<file path="src/rtl/cnt_pass_seq.sv">
// cnt_pass_seq: multi-pass step sequencer driving the step counter enable/clear strobes.
// Optional SEQ_PERF_EN adds perf_stall_cnt, a saturating count of stalled RUN cycles.
module cnt_pass_seq #(
  parameter int CNT_W  = 5,
  parameter int PASS_W = 4
) (
  input  logic              seq_clk,
  input  logic              seq_rst_n,
  input  logic              seq_start,
  input  logic              seq_abort,
  input  logic              seq_stall,
  input  logic [CNT_W-1:0]  cfg_len,
  input  logic [PASS_W-1:0] cfg_passes,
  output logic              cnt_en,
  output logic              cnt_clr,
  output logic              step_vld,
  output logic [CNT_W-1:0]  step_idx,
  output logic [PASS_W-1:0] pass_idx,
  output logic              seq_busy,
  output logic              seq_done
`ifdef SEQ_PERF_EN
  ,output logic [15:0]      perf_stall_cnt
`endif
);
  typedef enum logic [1:0] {IDLE, RUN, DONE} state_t;
  state_t state, state_n;
  logic [CNT_W-1:0] len_q, len_n, s_q, s_n, step_idx_n;
  logic [PASS_W-1:0] passes_q, passes_n, p_q, p_n, pass_idx_n;
  logic en_n, clr_n, vld_n, busy_n, done_n, last, wrap;
  // s_q/p_q name the next step to issue; the outputs show the step issued last.
  assign last = step_vld && step_idx == len_q && pass_idx == passes_q;
  assign wrap = s_q == len_q;
  always_comb begin
    state_n = state;
    len_n = len_q;
    passes_n = passes_q;
    s_n = s_q;
    p_n = p_q;
    step_idx_n = step_idx;
    pass_idx_n = pass_idx;
    en_n = 1'b0;
    clr_n = 1'b0;
    vld_n = 1'b0;
    done_n = 1'b0;
    busy_n = seq_busy;
    if (seq_abort) begin
      state_n = IDLE;
      clr_n = 1'b1;
      busy_n = 1'b0;
      s_n = '0;
      p_n = '0;
      step_idx_n = '0;
      pass_idx_n = '0;
    end else if (state == IDLE) begin
      if (seq_start) begin
        state_n = RUN;
        len_n = cfg_len;
        passes_n = cfg_passes;
        clr_n = 1'b1;
        busy_n = 1'b1;
        s_n = '0;
        p_n = '0;
        step_idx_n = '0;
        pass_idx_n = '0;
      end
    end else if (state == RUN) begin
      if (last) begin
        state_n = DONE;
        done_n = 1'b1;
      end else if (!seq_stall) begin
        vld_n = 1'b1;
        en_n = 1'b1;
        step_idx_n = s_q;
        pass_idx_n = p_q;
        clr_n = s_q == '0 && p_q != '0;
        s_n = wrap ? '0 : s_q + 1'b1;
        p_n = wrap ? p_q + 1'b1 : p_q;
      end
    end else begin
      state_n = IDLE;
      busy_n = 1'b0;
    end
  end
  always_ff @(posedge seq_clk or negedge seq_rst_n) begin
    if (!seq_rst_n) begin
      state <= IDLE;
      len_q <= '0;
      passes_q <= '0;
      s_q <= '0;
      p_q <= '0;
      step_idx <= '0;
      pass_idx <= '0;
      cnt_en <= 1'b0;
      cnt_clr <= 1'b0;
      step_vld <= 1'b0;
      seq_busy <= 1'b0;
      seq_done <= 1'b0;
    end else begin
      state <= state_n;
      len_q <= len_n;
      passes_q <= passes_n;
      s_q <= s_n;
      p_q <= p_n;
      step_idx <= step_idx_n;
      pass_idx <= pass_idx_n;
      cnt_en <= en_n;
      cnt_clr <= clr_n;
      step_vld <= vld_n;
      seq_busy <= busy_n;
      seq_done <= done_n;
    end
  end
`ifdef SEQ_PERF_EN
  always_ff @(posedge seq_clk or negedge seq_rst_n) begin
    if (!seq_rst_n) perf_stall_cnt <= '0;
    else if (state == IDLE && seq_start && !seq_abort) perf_stall_cnt <= '0;
    else if (state == RUN && seq_stall && perf_stall_cnt != 16'hFFFF) perf_stall_cnt <= perf_stall_cnt + 1'b1;
  end
`endif
endmodule
</file>
<file path="config.mk">
export PLATFORM = sky130hd
export DESIGN_NAME = cnt_pass_seq
export DESIGN_NICKNAME = d
export VERILOG_FILES = /design/src/rtl/cnt_pass_seq.sv
export SDC_FILE = /design/constraint.sdc
export NUM_CORES = 1
export LEC_CHECK = 0
export CAP_MARGIN = 30
export CORE_UTILIZATION = 40
export DETAILED_ROUTE_END_ITERATION = 6
export PLACE_DENSITY = 0.63
export SKIP_CTS_REPAIR_TIMING = 1
export SYNTH_ARGS = -nofsm -noshare
export SYNTH_HDL_FRONTEND = slang
export SYNTH_SLANG_ARGS = --single-unit
export TNS_END_PERCENT = 10
</file>
<file path="constraint.sdc">
create_clock -name seq_clk -period 1.85 [get_ports seq_clk]
set_input_delay 0.37 -clock seq_clk [delete_from_list [all_inputs] [get_ports seq_clk]]
set_output_delay 0.37 -clock seq_clk [all_outputs]
set_load 0.01 [all_outputs]
</file>
==> impl_metrics.toml <==
[outcome]
status = "completed"

[synth]
synth-simple-area-share_pct = 14.4
synth_compound_area_share_pct = 15.9
seq_area_frac_synth_pct = 48.7
synth_area_mm2 = 0.00170
synth_edf_count = 0
avgSynthCellArea_um2 = 11.9
async_reset_ff_share_pct = 100
synthXorXnorAreaFrac_pct = 7.23
synth_cells = 142
synthMuxAreaShare_pct = 7.75
ys.warnings.count = 0
ys.flop_type = "dfrtp_1"
yosys.cell_types.count = 38
synth_top_family_by_area = "compound AO/OA/AOI/OAI gates"
synth-seq-cells = 33
yosys.area_share.adder_pct = 2.95
syn-num-nets = 160

[timing]
relSlewSlack_pct = 71.5
clock.fmax_ghz = 0.560
hold_viol_final = 0
setup_slack_ns = 0.0655
slew_viol_final = 0
period_minus_slack_ns = 1.78
finalClockSkew_ns = 0.00418
timing.final.crit_share_pct = 96.5
rsz0062_at_grt = "yes"
setup_viol = 0
worstMarginPinSlew_ns = 0.428
setup-tns-final_ns = 0

[global_route]
grt_overflow = 0
gr-usage-all-layers_pct = 20.9
grt_max_degree = 34
grt_pass1_vias = 1381
grt_first_pass_wirelength_um = 6600
antenna_found_initial = 0

[floorplanning]
dieWidth_um = 67.1
io_pins = 28
dieHeight_um = 67.1
fp.dieArea_mm2 = 0.00450
core_area_mm2 = 0.00403
initial_core_util_pct = 42.1
rows = 23

[worst_setup_path]
crit_path_frequent_cell = "buf_4"
worstPathRequired_ns = 2.03
cp-start-kind = "primary input"
critPathMaxFanout = 4
path_cells = "clkdlybuf4s50_1 -> o21bai_4 -> nor4_4 -> buf_4 -> buf_4 -> a211o_2 -> a32o_1"
critPathCaptureType = "flop"
timing.rr.start = "state[0]"
reg2reg_to = "p_q[3]"
cp.arrival_ns = 1.96
slowest_stage = "clkdlybuf4s50_1"
reg2reg_slack_ns = 0.07
worstSetupPathType = "in2reg"
critPathBufInv = 3
crit_family = "buffers and inverters"
rr_worst_depth = 5
crit_path_max_incr_delay_ns = 0.54

[drt]
drtAntennaViolNets = 0
dr_total_vias = 1311
post_drt_via_cell_ratio = 5.27
firstDrtPassIters = 4
drc = 0
drtIter0Drc = 56
post_drt_wl_per_cell_um = 16.1
wl_um = 4000

[finish]
layout_commonest_cell = "dfrtp_1"
drive_above_1_share_pct = 34.2
final_cell_mix = "dfrtp_1 (33), clkdlybuf4s50_1 (27), buf_4 (26)"
nNetsFinal = 216
fillerInstances = 346
area_growth_pct = 39.0
stdcell_area_mm2 = 0.00236
n_antenna_cell = 0
fin_cells = 249

[cts]
cts_tree = "done"
cts_buffers = 5
cts.reportedPaths.clkPinSlew_ns = 0.07
htreeDepth = 2
cts_sinks = 33
cts-root-buf = "clkbuf_8"
clk_latency_ns = 0.29
clockBufferDepth = 2

[placement]
place_hpwl_um = 2980
place_area_mm2 = 0.00220
place_inst = 240
pre_cts_ws_ns = -0.176
gp_congestion = 0.779
port_buffers = 27

[power]
p_leak_nw = 1.09
power_density_mw_per_mm2 = 800
ir_worst_vdd_v = 0.000489

[hold_path]
hp-class = "in2async"

[flow_run]
maxCapViolations = 0
layer usage:
layer,vias to the layer above,routed length (um),GRT usage [%]
met4,0,86,10.6
met2,33,2020,35.6
met5,-,0,0
met1,645,1740,24.4
met3,7,152,4.62
li1,626,-,-
cells in the mapped netlist (3+ instances only):
master | number | area [um^2]
dfrtp_1 | 33 | 826
nor2_1 | 13 | 48.8
a22o_2 | 9 | 90.1
mux2_2 | 9 | 101
xnor2_1 | 9 | 78.8
nand2_1 | 6 | 22.5
inv_1 | 5 | 18.8
xor2_1 | 5 | 43.8
ha_1 | 4 | 50.1
a211o_2 | 3 | 30.0
a32o_1 | 3 | 30.0
buf_2 | 3 | 15.0
mux2i_1 | 3 | 30.0
nand3_1 | 3 | 15.0
o31ai_1 | 3 | 22.5
sequential cells by signal, indices dropped and copies added, names as in the netlist:
name / flops
seq_done: 1
step_idx: 5
cnt_clr: 1
s_q: 5
step_vld: 1
state: 2
pass_idx: 4
seq_busy: 1
passes_q: 4
p_q: 4
len_q: 5
through the flow:
| step | hold WS [ns] | power, W | utilization [%] |
|---|---|---|---|
| after floorplan | 0.0744 | 0.00102 | - |
| after global placement | 0.474 | 0.00116 | 54.7 |
| after detailed placement | 0.488 | 0.00118 | 54.7 |
| after CTS | 0.497 | 0.00189 | 57.6 |
| after global routing | 0.523 | 0.00197 | 58.5 |
| final | 0.488 | 0.00189 | 58.5 |
worst max path at each step:
stage | endpoint | cells after the start | from
after detailed placement | p_q[3] | 6 | seq_start
after CTS | s_q[2] | 5 | len_q[3]
after floorplan | s_q[2] | 5 | step_idx[3]
after global routing | step_idx[3] | 6 | len_q[3]
final | s_q[2] | 7 | seq_abort
after global placement | step_idx[3] | 7 | seq_start
power by group:
part           switching [W]  leakage, nW  total, W  internal (W)
logic               0.000158        0.598  0.000351      0.000194
clock network       0.000276       0.0574  0.000714      0.000438
registers          0.0000479        0.434  0.000821      0.000773
worst reg2reg max path, cell delays in order, from the launching register on:
cell	delay [ns]
dfrtp_1	0.49
nand2b_1	0.21
a21oi_1	0.24
o221ai_2	0.15
or2_4	0.30
o41ai_2	0.29
cell families (layout without fill, tap and decap cells):
kind of cell,count (synthesis),count (layout)
buffers and inverters,10,67
AO/OA/AOI/OAI,29,29
XOR/XNOR,14,14
multiplexers,12,12
flip-flops,33,33
adder cells (fa/ha/maj),4,4
AND/OR/NAND/NOR,40,40
final cells by class:
cell class | instances | area [um^2] | share of cell area (%)
clock buffer | 6 | 82.6 | 3.51
timing repair buffer | 54 | 485 | 20.6
sequential | 33 | 826 | 35.1
inverter | 5 | 18.8 | 0.797
multi-input combinational | 99 | 843 | 35.8
clock inverter | 2 | 37.5 | 1.59
tap | 50 | 62.6 | 2.66
(Power assumes the default switching activity.)
